File: src/rtl/bin_to_bcd_converter.sv
// -----------------------------------------------------------------------------
// bin_to_bcd_converter
//
// Purpose: sequential double-dabble converter. It turns an unsigned binary
// value into 8 packed BCD digits, one bit per clock. It is meant to feed a
// seven-segment display block directly: bcd_out drives the display's wr_data
// and done drives its wr_en.
//
// Handshake:
//   start is sampled only while idle (busy=0). The edge that samples start=1
//   also captures bin_in. busy then stays high until the FSM is back in IDLE.
//   done is a single-cycle pulse, asserted BIN_WIDTH cycles after the
//   accepting edge. bcd_out, overflow and blank_mask update in the same cycle
//   and hold until the next done pulse. A start seen while busy is dropped;
//   it is not queued.
//
// Optional feature: define LEADING_ZERO_BLANK_EN to build the leading-zero
//   blank mask. When the macro is undefined, blank_mask is a constant 0.
//
// Parameters:
//   BIN_WIDTH  width of bin_in, 1..27 (27 bits reach 99_999_999)
//
// Ports:
//   clk        in   system clock
//   rst        in   synchronous active-high reset
//   start      in   conversion request
//   bin_in     in   unsigned value to convert
//   busy       out  FSM is not idle
//   done       out  one-cycle result-valid pulse
//   bcd_out    out  packed BCD: digit 7 in [31:28] ... digit 0 in [3:0]
//   overflow   out  last captured value was above 99_999_999
//   blank_mask out  bit i = digit i is a leading zero
//   state_dbg  out  current FSM state (0 IDLE, 1 SHIFT, 2 DONE)
// -----------------------------------------------------------------------------
module bin_to_bcd_converter #(
  parameter int BIN_WIDTH = 27
) (
  input  logic                 clk,
  input  logic                 rst,
  input  logic                 start,
  input  logic [BIN_WIDTH-1:0] bin_in,
  output logic                 busy,
  output logic                 done,
  output logic [31:0]          bcd_out,
  output logic                 overflow,
  output logic [7:0]           blank_mask,
  output logic [1:0]           state_dbg
);

  localparam int CNT_W = (BIN_WIDTH < 2) ? 1 : $clog2(BIN_WIDTH + 1);

  typedef enum logic [1:0] {
    IDLE  = 2'd0,
    SHIFT = 2'd1,
    DONE  = 2'd2
  } state_t;

  state_t               r_state;
  state_t               w_state_next;
  logic [BIN_WIDTH-1:0] r_bin;
  logic [31:0]          r_scratch;
  logic [CNT_W-1:0]     r_cnt;
  logic                 r_ovf_pending;
  logic [31:0]          r_bcd_out;
  logic                 r_overflow;

  logic [31:0]          w_adj;
  logic [31:0]          w_shift_bcd;
  logic                 w_last;
  logic [26:0]          w_bin_ext;
  logic                 w_ovf_in;

  // Zero-extending to 27 bits makes the compare constant-false for narrower
  // inputs, so the overflow path disappears when it cannot trigger.
  assign w_bin_ext = 27'(bin_in);
  assign w_ovf_in  = (w_bin_ext > 27'd99_999_999);

  assign w_last = (r_cnt == CNT_W'(BIN_WIDTH - 1));

  // Add 3 to every nibble >= 5. Each nibble is handled on its own, with no
  // carry between nibbles, before the whole vector shifts.
  always_comb begin
    w_adj = '0;
    for (int i = 0; i < 8; i++) begin
      if (r_scratch[4*i +: 4] >= 4'd5) w_adj[4*i +: 4] = r_scratch[4*i +: 4] + 4'd3;
      else                             w_adj[4*i +: 4] = r_scratch[4*i +: 4];
    end
  end

  assign w_shift_bcd = {w_adj[30:0], r_bin[BIN_WIDTH-1]};

  // FSM state register
  always_ff @(posedge clk) begin
    if (rst) r_state <= IDLE;
    else     r_state <= w_state_next;
  end

  // FSM next-state logic
  always_comb begin
    w_state_next = r_state;
    case (r_state)
      IDLE:    if (start) w_state_next = SHIFT;
      SHIFT:   if (w_last) w_state_next = DONE;
      DONE:    w_state_next = IDLE;
      default: w_state_next = IDLE;
    endcase
  end

  // Datapath
  always_ff @(posedge clk) begin
    if (rst) begin
      r_bin         <= '0;
      r_scratch     <= '0;
      r_cnt         <= '0;
      r_ovf_pending <= 1'b0;
      r_bcd_out     <= '0;
      r_overflow    <= 1'b0;
    end else begin
      case (r_state)
        IDLE: begin
          if (start) begin
            r_bin         <= bin_in;
            r_scratch     <= '0;
            r_cnt         <= '0;
            r_ovf_pending <= w_ovf_in;
          end
        end
        SHIFT: begin
          r_scratch <= w_shift_bcd;
          r_bin     <= r_bin << 1;
          r_cnt     <= r_cnt + 1'b1;
          if (w_last) begin
            // The scratch register is not a valid result on overflow, so it is
            // replaced by the saturated all-nines pattern.
            r_bcd_out  <= r_ovf_pending ? 32'h9999_9999 : w_shift_bcd;
            r_overflow <= r_ovf_pending;
          end
        end
        default: ;
      endcase
    end
  end

`ifdef LEADING_ZERO_BLANK_EN
  logic [7:0] r_blank;
  logic [7:0] w_mask;

  // Bit i is set when digits 7..i are all zero. Bit 0 is never set, so a
  // value of zero still shows a single '0'.
  always_comb begin
    logic v_zero;
    v_zero = 1'b1;
    w_mask = '0;
    for (int i = 7; i >= 1; i--) begin
      v_zero    = v_zero & (w_shift_bcd[4*i +: 4] == 4'd0);
      w_mask[i] = v_zero;
    end
  end

  always_ff @(posedge clk) begin
    if (rst) begin
      r_blank <= '0;
    end else if (r_state == SHIFT && w_last) begin
      r_blank <= r_ovf_pending ? 8'h00 : w_mask;
    end
  end

  assign blank_mask = r_blank;
`else
  assign blank_mask = 8'h00;
`endif

  assign busy      = (r_state != IDLE);
  assign done      = (r_state == DONE);
  assign bcd_out   = r_bcd_out;
  assign overflow  = r_overflow;
  assign state_dbg = r_state;

endmodule

File: config.mk
export PLATFORM = sky130hd
export DESIGN_NAME = bin_to_bcd_converter
export DESIGN_NICKNAME = d
export VERILOG_FILES = /design/src/rtl/bin_to_bcd_converter.sv
export SDC_FILE = /design/constraint.sdc
export NUM_CORES = 1
export LEC_CHECK = 0
export ABC_AREA = 1
export BUFFER_PORTS_ARGS = -buffer_cell sky130_fd_sc_hd__buf_4
export CORE_MARGIN = 3
export CORE_UTILIZATION = 39
export DETAILED_ROUTE_END_ITERATION = 12
export PLACE_DENSITY = 0.66
export RECOVER_POWER = 50
export REMOVE_ABC_BUFFERS = 1
export SETUP_SLACK_MARGIN = 0.05
export SLEW_MARGIN = 25
export SYNTH_ARGS = -nofsm -noshare
export SYNTH_HDL_FRONTEND = slang
export SYNTH_SLANG_ARGS = --single-unit
File: constraint.sdc
create_clock -name clk -period 3.8 [get_ports clk]
set_clock_uncertainty 0.15 [all_clocks]
set_input_delay 0.19 -clock clk [delete_from_list [all_inputs] [get_ports clk]]
set_output_delay 0.19 -clock clk [all_outputs]
set_load 0.005 [all_outputs]
==> metrics.csv, run 1 <==
stage,metric,value,unit
route,firstDrtPassIters,5,
grt,antenna_found_initial,0,
timing,fin_crit_sh,73.4,%
synth,synth_cell_types,32,
floorplan,die_area,0.0135,mm2
grt,grt_pass1_wl,19000,um
power,sequentialPowerShare,49.0,%
grt,track_usage,17.2,%
floorplan,start_util,40.7,%
route,drc,0,
clock_network,cts_tree,yes,
floorplan,die_width,116,um
placement,placed_cells_incl_taps,818,
cells_and_area,nNetsFinal,737,
synth,ys_seq_area_share,42.2,%
floorplan,core_area,0.0117,mm2
power,pwr-share-clk,42.9,%
power,p_switching,0.563,mW
route,via_per_inst,5.07,
worst_setup_path,crit_path_end,r_scratch[21]$_SDFFE_PP0P_,
clock_network,clockBufferDepth,2,
grt,grt.busiest_layer,met2,
timing,hold_viol,0,
clock_network,clkTransAtPathRegs,0.08,ns
power,power_density,400,mW/mm2
worst_setup_path,reg2reg_slack,1.01,ns
timing,slew_headroom,41.7,%
min_path,worst_hold_path_type,in -> reg,
route,routed_wl,11200,um
route,vias,4247,
timing,finalSetupViolCount,0,
synth,syn_inst,637,
worst_setup_path,end_kind,flop,
timing,worstMarginPinSlew,0.872,ns
clock_network,clockRootBuffer,clkbuf_16,
worst_setup_path,start_kind,flop,
synth,synthArstFlopShare,0,%
power,power_leakage,2.25,nW
synth,ys_warn_count,0,
worst_setup_path,startpoint,state_dbg[1]$_SDFFE_PP0P_,
grt,grt-ovfl-total,0,
synth,synth-edff-count,0,
grt,grt_pass1_vias,4061,
worst_setup_path,worstPathArrival,2.90,ns
worst_setup_path,r2r_start,state_dbg[1]$_SDFFE_PP0P_,
worst_setup_path,reg2reg_to,r_scratch[21]$_SDFFE_PP0P_,
synth,ys.flop_type,dfxtp_1,
synth,synth_area_leaders,"dfxtp_1 42%, nand2_1 12%, a21oi_1 10%, inv_1 5.6%, ha_1 4.7%",
power,vdd_drop_max,274,uV
cells_and_area,area_growth,17.9,%
placement,routabilityCongestion,0.821,
timing,whs,0.0423,ns
grt,met2_usage,30.5,%
run_status,status,completed,
route,wl_per_cell,13.3,um
timing,max_freq,358,MHz
worst_setup_path,path_class,reg -> reg,
clock_network,insertion_delay,0.34,ns
cells_and_area,drive_gt1_share,14.6,%
grt,grt_start_max_net_pins,61,
synth,synthesis.area,0.00475,mm2
floorplan,dieHeight,116,um
grt,met1_usage,21.6,%
synth,yosysTopAreaCellShare,42.2,%
power,intPower,1.67,mW
timing,rsz0062_at_grt,no,
cells_and_area,fin_cells,837,
floorplan,io_pins,75,
clock_network,cts_max_level,3,
synth,synth_area_per_cell,7.45,um2
grt,grt_util_met3,3.11,%
synth,ys_ff_latch,100,
timing,slew_viol_final,0,
power,p_sw_share,25.2,%
route,drtIter0Drc,252,
timing,fin_crit,2.79,ns
placement,hpwl,7620,um
placement,port_buffers,66,
worst_setup_path,ff2ff_path_depth,7,
route,drtAntennaViolNets,0,
clock_network,cts_buffers,9,
worst_setup_path,path_max_fanout,27,
run,cap_violations,0,
synth,synth_area_leader_cell,dfxtp_1,
clock_network,cts.sinks,100,
timing,tns,0,ns
cells_and_area,diodes,0,
power,comb_power_share,8.1,%
power,power,2.24,mW
worst_setup_path,crit_required,3.91,ns
floorplan,rows,39,
==> power by group through the flow <==
| stage | sequential [mW] | combinational, mW | clock (mW) |
|---|---|---|---|
| after floorplan | 1.12 | 0.101 | 0 |
| after global placement | 1.12 | 0.176 | 0 |
| after detailed placement | 1.12 | 0.180 | 0 |
| after CTS | 1.10 | 0.182 | 0.985 |
| after global routing | 1.10 | 0.203 | 1.02 |
| final | 1.10 | 0.180 | 0.960 |
==> cell usage after synthesis, types with 2 or more instances <==
library cell  instances
ha_1                 18
buf_2                 8
o221ai_1             20
inv_2                 6
clkbuf_1             18
nor2_8                2
dfxtp_1             100
nand3_1               5
o221a_2               6
nand2_1             150
o21a_1                6
a21oi_1              99
or2_2                 6
nand4_1               5
buf_4                11
nor2_1               47
inv_1                71
a221oi_1              4
a31oi_1               2
xor2_1                8
o21ai_0              30
a21boi_0              5
==> cell families (layout without fill, tap and decap cells) <==
kind of cell	after synthesis	after routing	share of synthesized area [%]
other	1	8	0.0790
flip-flops	100	100	42.2
AO/OA/AOI/OAI	176	176	22.3
buffers and inverters	115	165	10.2
XOR/XNOR	8	8	1.48
adder cells (fa/ha/maj)	18	18	4.75
AND/OR/NAND/NOR	219	219	19.1
==> layer usage <==
metal	wire length, um	up-vias
met2	5740	62
met3	334	9
met1	5000	1990
met5	0	-
li1	-	2186
met4	95	0
==> final cells by class <==
type	count	area, um2
Clock buffer	9	225
Multi-Input combinational cell	429	2270
Inverter	77	289
Fill cell	1160	6070
Sequential cell	100	2000
Clock inverter	7	92.6
Tap cell	143	179
Timing Repair Buffer	72	533
==> critical path: stages, from the launching register on <==
cell and delay, ns:
dfxtp_1 0.45, inv_1 0.10, nand3_1 0.62, inv_1 0.40, nor2_4 0.37, buf_4 0.36, nand2_1 0.08, a21oi_1 0.16
==> worst min path at each step <==
| stage | startpoint | endpoint | slack [ns] | depth (start not counted) |
|---|---|---|---|---|
| after floorplan | rst | r_cnt[3]$_SDFFE_PP0P_ | 0.11 | 1 |
| after global placement | r_bin[6]$_SDFFE_PP0P_ | r_bin[6]$_SDFFE_PP0P_ | 0.28 | 2 |
| after detailed placement | r_bin[23]$_SDFFE_PP0P_ | r_bin[23]$_SDFFE_PP0P_ | 0.29 | 2 |
| after CTS | bin_in[9] | r_bin[9]$_SDFFE_PP0P_ | 0.03 | 3 |
| after global routing | bin_in[13] | r_bin[13]$_SDFFE_PP0P_ | 0.06 | 3 |
| final | bin_in[23] | r_bin[23]$_SDFFE_PP0P_ | 0.04 | 3 |
==> timing repair <==
action | in CTS | in global routing
setup buffers | 0 | 0
resized for setup | 0 | 0
hold buffers | 3 | 0
hold endpoints to repair | 3 | 0
==> state kept, by name (all words and copies together), names as in the netlist <==
name / flops
r_cnt: 5
r_bin: 27
r_scratch: 32
state_dbg: 2
r_ovf_pending: 1
overflow: 1
bcd_out: 32
==> cell usage in the layout (no fill, tap or decap), drive strengths merged, types with 2 or more instances in the layout <==
cell	netlist	routed
o21a	6	6
conb	1	8
clkinv	0	2
or2	6	6
a21oi	99	99
ha	18	18
inv	77	81
nand3	6	6
clkbuf	18	45
nand4	5	5
a31oi	2	2
o221a	6	6
xor2	8	8
a221oi	5	5
o221ai	20	20
dlygate4sd3	0	3
nor2	50	50
dfxtp	100	100
a21boi	5	5
nand2	151	151
o21ai	30	30
buf	20	33
==> per-stage QoR <==
step                      cell area (um2)  utilization (%)  setup WS, ns
final                                5590             48.0          1.01
after global routing                 5590             48.0         0.678
after global placement               5280             45.2          1.50
after detailed placement             5280             45.2          1.49
after floorplan                      4580                -          1.51
after CTS                            5620             48.2          1.47
Power figures use the tool's default switching activity.
==> inputs of run 2 (changes only) <==
--- a/config.mk
+++ b/config.mk
@@ -5,7 +5,7 @@
 export SDC_FILE = /design/constraint.sdc
 export NUM_CORES = 1
 export LEC_CHECK = 0
-export ABC_AREA = 1
+export ABC_AREA = 0
 export BUFFER_PORTS_ARGS = -buffer_cell sky130_fd_sc_hd__buf_4
 export CORE_MARGIN = 3
 export CORE_UTILIZATION = 39
==> constraint.sdc (replaced) <==
create_clock -name clk -period 2.8 [get_ports clk]
set_clock_uncertainty 0.15 [all_clocks]
set_input_delay 0.14 -clock clk [delete_from_list [all_inputs] [get_ports clk]]
set_output_delay 0.14 -clock clk [all_outputs]
set_load 0.005 [all_outputs]
==> run 2 against run 1 <==
  * Via count fell by 3.1%
  * Count of clock-buffer cells in the layout rose by 1
  * Final cell count fell by 7.5%
  * Largest power group unchanged
==> metrics.csv, run 2 <==
stage,metric,value,unit,change
worst_setup_path,start_kind,flop,,unchanged
synth,ys_ff_latch,100,,unchanged
route,vias,4115,,was 4247
power,power_density,559,mW/mm2,was 400 mW/mm2
cells_and_area,final_common_cell,nor2_1,,was nand2_1
synth,synth_area_per_cell,8.35,um2,was 7.45 um2
worst_setup_path,r2r_start,r_cnt[0]$_SDFFE_PP0P_,,was state_dbg[1]$_SDFFE_PP0P_
route,firstDrtPassIters,5,,unchanged
timing,fin_crit_sh,84.3,%,was 73.4%
synth,yosys.area_share.adder,4.97,%,was 4.75%
grt,track_usage,17.7,%,was 17.2%
clock_network,cts.sinks,100,,unchanged
synth,ys_seq_area_share,44.1,%,was 42.2%
route,via_per_inst,5.32,,was 5.07
power,p_sw_share,22.9,%,was 25.2%
route,routed_wl,11100,um,was 11200 um
floorplan,core_area,0.0111,mm2,was 0.0117 mm2
timing,whs,0.0596,ns,was 0.0423 ns
placement,routabilityCongestion,0.801,,was 0.821
floorplan,dieHeight,114,um,was 116 um
timing,slew_viol_final,0,,unchanged
synth,synth_area_leaders,"dfxtp_1 44%, nor2_1 9.0%, a22o_1 6.2%, ha_1 5.0%, a21oi_1 3.6%",,"was dfxtp_1 42%, nand2_1 12%, a21oi_1 10%, inv_1 5.6%, ha_1 4.7%"
synth,synth.most_common_cell,nor2_1,,was nand2_1
synth,ys.flop_type,dfxtp_1,,unchanged
worst_setup_path,ff2ff_path_depth,7,,unchanged
floorplan,rows,38,,was 39
clock_network,clockRootBuffer,clkbuf_16,,unchanged
worst_setup_path,path_class,reg -> reg,,unchanged
worst_setup_path,worstPathArrival,2.47,ns,was 2.90 ns
run_status,status,completed,,unchanged
grt,grt_start_max_net_pins,34,,was 61
placement,port_buffers,66,,unchanged
clock_network,post_cts_resized,0,,unchanged
cells_and_area,final_cell_area,0.00570,mm2,was 0.00559 mm2
synth,synth-edff-count,0,,unchanged
min_path,min_to,r_scratch[11]$_SDFFE_PP0P_,,was r_bin[23]$_SDFFE_PP0P_
route,drtAntennaViolNets,0,,unchanged
placement,hpwl,7620,um,about the same
timing,finalSetupViolCount,0,,unchanged
worst_setup_path,end_kind,flop,,unchanged
floorplan,die_width,114,um,was 116 um
timing,max_freq,424,MHz,was 358 MHz
clock_network,cts_buffers,9,,unchanged
floorplan,io_pins,75,,unchanged
route,drtIter0Drc,164,,was 252
timing,rsz0062_at_grt,no,,unchanged
timing,hold_viol,0,,unchanged
worst_setup_path,path_max_fanout,14,,was 27
synth,synth_xor_area_share,1.54,%,was 1.48%
grt,grt_pass1_wl,18700,um,was 19000 um
synth,ys_warn_count,0,,unchanged
clock_network,clockBufferDepth,2,,unchanged
synth,synth_area_leader_cell,dfxtp_1,,unchanged
synth,syn_inst,543,,was 637
power,power,3.18,mW,was 2.24 mW
synth,synth-compound-area-share,14.3,%,was 22.3%
grt,grt-ovfl-total,0,,unchanged
timing,fin_crit,2.36,ns,was 2.79 ns
synth,synthSimpleGateAreaFrac,27.2,%,was 19.1%
synth,synth_cell_types,40,,was 32
synth,synthArstFlopShare,0,%,unchanged
worst_setup_path,reg2reg_slack,0.44,ns,was 1.01 ns
power,power_leakage,2.29,nW,was 2.25 nW
power,comb_power_share,8.5,%,was 8.1%
clock_network,cts_tree,yes,,unchanged
timing,tns,0,ns,unchanged
route,wl_per_cell,14.4,um,was 13.3 um
clock_network,cts_max_level,3,,unchanged
synth,synth_common_cells,"109 x nor2_1, 100 x dfxtp_1, 33 x a21oi_1",,"was 150 x nand2_1, 100 x dfxtp_1, 99 x a21oi_1"
power,intPower,2.45,mW,was 1.67 mW
synth,synthesis.area,0.00454,mm2,was 0.00475 mm2
floorplan,start_util,40.9,%,was 40.7%
cells_and_area,final_cell_mix,"109 x nor2_1, 100 x dfxtp_1, 38 x buf_4, 33 x a21oi_1, 32 x a22o_1",,"was 151 x nand2_1, 100 x dfxtp_1, 99 x a21oi_1, 72 x inv_1, 47 x nor2_1"
cells_and_area,diodes,0,,unchanged
cells_and_area,utilization,51.4,%,was 48.0%
grt,antenna_found_initial,0,,unchanged
clock_network,clkTransAtPathRegs,0.07,ns,was 0.08 ns
worst_setup_path,reg2reg_to,bcd_out[28]$_SDFFE_PP0P_,,was r_scratch[21]$_SDFFE_PP0P_
grt,grt_pass1_vias,3982,,was 4061
synth,yosysTopAreaCellShare,44.1,%,was 42.2%
power,pwr-share-clk,44.5,%,was 42.9%
power,vdd_drop_max,361,uV,was 274 uV
worst_setup_path,crit_required,2.91,ns,was 3.91 ns
timing,worstMarginPinSlew,0.913,ns,was 0.872 ns
synth,muxShareOfSynthArea,1.77,%,was 0%
min_path,min_path_cells,2,,was 3
placement,place_area,0.00512,mm2,was 0.00528 mm2
cells_and_area,area_growth,25.6,%,was 17.9%
clock_network,insertion_delay,0.35,ns,was 0.34 ns
power,p_switching,0.730,mW,was 0.563 mW
route,drc,0,,unchanged
min_path,worst_hold_path_type,in -> reg,,unchanged
min_path,min_from,rst,,was bin_in[23]
cells_and_area,nNetsFinal,677,,was 737
synth,synth_top_family_by_area,simple AND/OR/NAND/NOR gates,,was compound AO/OA/AOI/OAI gates
cells_and_area,drive_gt1_share,14.5,%,was 14.6%
floorplan,die_area,0.0130,mm2,was 0.0135 mm2
timing,slew_headroom,39.1,%,was 41.7%
run,cap_violations,0,,unchanged
power,sequentialPowerShare,46.9,%,was 49.0%
[run 2: cell count changes in the layout (fill, tap and decap cells not counted), sizes merged, moves of 15 or more]
cell / change
inv: -63
nor4: +26
o221ai: -19
nand2b: +19
nor2: +60
a22o: +32
nand3: +15
nor3: +26
a21oi: -66
nand2: -126
dlygate4sd3: +24
[run 2: how the worst max path moves through the flow]
| stage | to | from | cells after the start | slack [ns] |
|---|---|---|---|---|
| 5_1_grt | bcd_out[8]$_SDFFE_PP0P_ | state_dbg[1]$_SDFFE_PP0P_ | 5 | 0.31 |
| 6_report | bcd_out[28]$_SDFFE_PP0P_ | r_cnt[0]$_SDFFE_PP0P_ | 7 | 0.44 |
| 3_5_place_dp | bcd_out[24]$_SDFFE_PP0P_ | state_dbg[0]$_SDFFE_PP0P_ | 5 | 0.80 |
| 2_1_floorplan | r_bin[12]$_SDFFE_PP0P_ | state_dbg[0]$_SDFFE_PP0P_ | 4 | 0.61 |
| 4_1_cts | bcd_out[24]$_SDFFE_PP0P_ | state_dbg[0]$_SDFFE_PP0P_ | 5 | 0.77 |
| 3_3_place_gp | r_bin[5]$_SDFFE_PP0P_ | state_dbg[1]$_SDFFE_PP0P_ | 5 | 0.89 |
[run 2: per-layer routing]
layer,up-vias,global-route usage [%],share of wire (%)
li1,2038,-,-
met1,1944,21.8,45
met2,119,29.6,48
met3,14,5.84,5.9
met4,0,5.38,1.3
met5,-,0,0
[run 2: cells by family (layout without fill, tap and decap cells)]
group	count (synthesis)	in the layout
flip-flops	100	100
adder cells (fa/ha/maj)	18	18
XOR/XNOR	8	8
buffers and inverters	55	139
multiplexers	8	8
AND/OR/NAND/NOR	253	253
AO/OA/AOI/OAI	100	100
other	1	8
[run 2: cell type report]
type                       count  area [um2]
tap                          140         175
multi-input combinational    395        2290
clock inverter                 6         111
fill                        1021        5380
inverter                      17        63.8
sequential                   100        2000
timing repair buffer         106         826
clock buffer                  10         229
[run 2: worst max-delay path, cell delays in order (launching register included)]
cell      delay (ns)
dfxtp_1         0.39
inv_1           0.06
ha_1            0.19
nand4b_1        0.16
or2_0           0.22
clkbuf_1        0.55
nor2_1          0.26
a211oi_1        0.28
[run 2: through the flow]
step	std cells	worst slack [ns]
floorplan	512	0.612
global placement	731	0.891
detailed placement	731	0.805
CTS	774	0.767
global route	774	0.309
finish	774	0.440
[run 2: timing repair]
action / CTS / global route
setup buffers: 0 / 0
endpoints found under the hold margin: 28 / 0
hold buffers: 27 / 0
[run 2: power by group through the flow]
stage               Combinational (mW)  Clock (mW)  Sequential, mW
global route                     0.305        1.50            1.50
detailed placement               0.244           0            1.53
finish                           0.271        1.42            1.49
global placement                 0.239           0            1.52
CTS                              0.275        1.45            1.49
floorplan                        0.132           0            1.52
==> inputs of run 3 (changes only) <==
--- a/config.mk
+++ b/config.mk
@@ -5,7 +5,7 @@
 export SDC_FILE = /design/constraint.sdc
 export NUM_CORES = 1
 export LEC_CHECK = 0
-export ABC_AREA = 0
+export ABC_AREA = 1
 export BUFFER_PORTS_ARGS = -buffer_cell sky130_fd_sc_hd__buf_4
 export CORE_MARGIN = 3
 export CORE_UTILIZATION = 39
==> constraint.sdc (replaced) <==
create_clock -name clk -period 2.3 [get_ports clk]
set_clock_uncertainty 0.15 [all_clocks]
set_input_delay 0.115 -clock clk [delete_from_list [all_inputs] [get_ports clk]]
set_output_delay 0.115 -clock clk [all_outputs]
set_load 0.005 [all_outputs]
==> run 3 against run 2 <==
  * Final area up 3.6%
  * Non-clock buffer count down 7
  * Via count up 7.9%
  * Core utilization down 0.83 points
  * Critical path depth up 1
  * Fmax up 14%
  * Flip-flop and latch count unchanged
  * Count of clock-buffer cells in the layout down 1
  * First-iteration DRC count up 11%
  * Combinational power up 28%
  * Worst setup slack worse by 0.20 ns
  * Clock power up 23%
==> metrics.csv, run 3 (synthesized netlist as in run 1, its figures left out) <==
stage,metric,value,unit,change
run_status,status,completed,,unchanged
route,via_per_inst,5.14,,was 5.32
timing,fin_crit_sh,89.7,%,was 84.3%
floorplan,die_area,0.0135,mm2,was 0.0130 mm2
power,pwr-share-clk,44.6,%,was 44.5%
timing,fin_crit,2.06,ns,was 2.36 ns
worst_setup_path,cp.buffers_inverters,2,,unchanged
timing,slew_viol_final,0,,unchanged
power,vdd_drop_max,310,uV,was 361 uV
min_path,min_from,bin_in[26],,was rst
placement,port_buffers,66,,unchanged
run,cap_violations,0,,unchanged
worst_setup_path,start_kind,flop,,unchanged
floorplan,dieHeight,116,um,was 114 um
cells_and_area,final_common_cell,nand2_1,,was nor2_1
floorplan,core_area,0.0117,mm2,was 0.0111 mm2
cells_and_area,final_cell_area,0.00590,mm2,was 0.00570 mm2
power,p_switching,0.906,mW,was 0.730 mW
route,vias,4441,,was 4115
worst_setup_path,reg2reg_to,bcd_out[2]$_SDFFE_PP0P_,,was bcd_out[28]$_SDFFE_PP0P_
clock_network,cts.sinks,100,,unchanged
clock_network,clkTransAtPathRegs,0.07,ns,about the same
grt,grt_start_max_net_pins,36,,was 34
worst_setup_path,r2r_start,r_cnt[0]$_SDFFE_PP0P_,,unchanged
worst_setup_path,worstPathArrival,2.19,ns,was 2.47 ns
placement,hpwl,7920,um,was 7620 um
worst_setup_path,cp.depth,8,,was 7
timing,worstMarginPinSlew,0.636,ns,was 0.913 ns
timing,hold_viol,0,,unchanged
clock_network,cts_max_level,3,,unchanged
power,comb_power_share,8.9,%,was 8.5%
worst_setup_path,path_class,reg -> reg,,unchanged
clock_network,clockRootBuffer,clkbuf_16,,unchanged
clock_network,post_cts_resized,0,,unchanged
worst_setup_path,startpoint,r_cnt[0]$_SDFFE_PP0P_,,unchanged
route,drtAntennaViolNets,0,,unchanged
worst_setup_path,reg2reg_slack,0.24,ns,was 0.44 ns
power,power_leakage,2.37,nW,was 2.29 nW
timing,finalSetupViolCount,0,,unchanged
route,drtIter0Drc,182,,was 164
grt,grt-ovfl-total,0,,unchanged
timing,rsz0062_at_grt,no,,unchanged
floorplan,die_width,116,um,was 114 um
placement,placed_cells_incl_taps,824,,was 731
route,wl_per_cell,13.4,um,was 14.4 um
timing,slew_headroom,57.5,%,was 39.1%
cells_and_area,diodes,0,,unchanged
grt,grt_pass1_wl,19500,um,was 18700 um
worst_setup_path,ff2ff_path_depth,8,,was 7
grt,track_usage,17.9,%,was 17.7%
power,power_density,661,mW/mm2,was 559 mW/mm2
clock_network,cts_tree,yes,,unchanged
worst_setup_path,end_kind,flop,,unchanged
route,firstDrtPassIters,5,,unchanged
route,routed_wl,11600,um,was 11100 um
placement,place_area,0.00535,mm2,was 0.00512 mm2
floorplan,io_pins,75,,unchanged
min_path,worst_hold_path_type,in -> reg,,unchanged
power,p_sw_share,23.2,%,was 22.9%
power,sequentialPowerShare,46.5,%,was 46.9%
route,drc,0,,unchanged
timing,tns,0,ns,unchanged
placement,routabilityCongestion,0.853,,was 0.801
timing,max_freq,484,MHz,was 424 MHz
worst_setup_path,crit_family,simple AND/OR/NAND/NOR gates,,unchanged
cells_and_area,fin_cells,864,,was 774
cells_and_area,final_cell_mix,"150 x nand2_1, 100 x dfxtp_1, 99 x a21oi_1, 73 x inv_1, 47 x nor2_1",,"was 109 x nor2_1, 100 x dfxtp_1, 38 x buf_4, 33 x a21oi_1, 32 x a22o_1"
worst_setup_path,crit_chain,"inv_1, ha_1, nand4_1, nor2_8, nand2_2, inv_2, nand2_1, a21oi_1",,"was inv_1, ha_1, nand4b_1, or2_0, clkbuf_1, nor2_1, a211oi_1"
floorplan,start_util,40.7,%,was 40.9%
timing,whs,0.00351,ns,was 0.0596 ns
clock_network,insertion_delay,0.34,ns,was 0.35 ns
worst_setup_path,crit_required,2.42,ns,was 2.91 ns
grt,antenna_found_initial,0,,unchanged
cells_and_area,area_growth,24.3,%,was 25.6%
power,intPower,2.99,mW,was 2.45 mW
grt,grt_pass1_vias,4348,,was 3982
clock_network,cts_buffers,9,,unchanged
worst_setup_path,cp_slowest_stage_delay,0.37,ns,was 0.55 ns
clock_network,clockBufferDepth,2,,unchanged
worst_setup_path,path_max_fanout,20,,was 14
worst_setup_path,slowest_stage,inv_2,,was clkbuf_1
cells_and_area,drive_gt1_share,14.7,%,was 14.5%
worst_setup_path,crit_path_end,bcd_out[2]$_SDFFE_PP0P_,,was bcd_out[28]$_SDFFE_PP0P_
cells_and_area,nNetsFinal,764,,was 677
floorplan,rows,39,,was 38
==> run 3: changes by cell type in the layout (fill, tap and decap cells not counted), sizes merged, moves of 15 or more <==
cell and change:
a22o -32, nor3 -26, nand2 +126, a21oi +66, inv +60, nor4 -26, nand3 -15, nor2 -60
o221ai +19, nand2b -19
==> run 3: worst min-delay path by stage <==
| stage | to | depth (start not counted) | slack, ns |
|---|---|---|---|
| after floorplan | r_cnt[3]$_SDFFE_PP0P_ | 1 | 0.03 |
| after global placement | r_bin[0]$_SDFFE_PP0P_ | 3 | 0.25 |
| after detailed placement | r_bin[0]$_SDFFE_PP0P_ | 3 | 0.25 |
| after CTS | r_bin[26]$_SDFFE_PP0P_ | 3 | 0.02 |
| after global routing | r_bin[26]$_SDFFE_PP0P_ | 3 | 0.04 |
| final | r_bin[26]$_SDFFE_PP0P_ | 3 | 0.004 |
==> run 3: worst register-to-register path: stages, from the launching register on <==
cell and delay (ns):
dfxtp_1 0.35, inv_1 0.09, ha_1 0.16, nand4_1 0.26, nor2_8 0.17, nand2_2 0.21, inv_2 0.37, nand2_1 0.12
a21oi_1 0.13
==> run 3: cell type report <==
class	instances	area [um2]
multi-input combinational	429	2280
clock inverter	7	123
fill	1109	5760
timing repair buffer	99	801
tap	143	179
sequential	100	2000
clock buffer	9	225
inverter	77	289
==> run 3: power by group through the flow <==
stage                     sequential, mW  clock (mW)  combinational (mW)
final                               1.81        1.74               0.347
after global routing                1.82        1.83               0.387
after CTS                           1.81        1.77               0.353
after detailed placement            1.85           0               0.319
after global placement              1.85           0               0.312
after floorplan                     1.84           0               0.167
==> run 3: what timing repair did <==
action	in CTS	in global routing
setup buffers	0	0
hold buffers	24	0
endpoints found under the hold margin	36	0
==> run 3: metal layers <==
metal / up-vias / GRT usage, % / part of all wire (%)
li1: 2236 / - / -
met1: 2096 / 22.0 / 44
met2: 93 / 31.4 / 50
met3: 16 / 2.38 / 3.8
met4: 0 / 7.50 / 1.7
met5: - / 0 / 0
==> run 3: per-stage QoR <==
step | worst slack (ns) | util, % | total power [mW]
finish | 0.236 | 50.6 | 3.90
global route | 0.0674 | 50.6 | 4.04
floorplan | 0.0127 | - | 2.01
CTS | 0.228 | 50.9 | 3.93
detailed placement | 0.315 | 45.8 | 2.17
global placement | 0.389 | 45.8 | 2.16
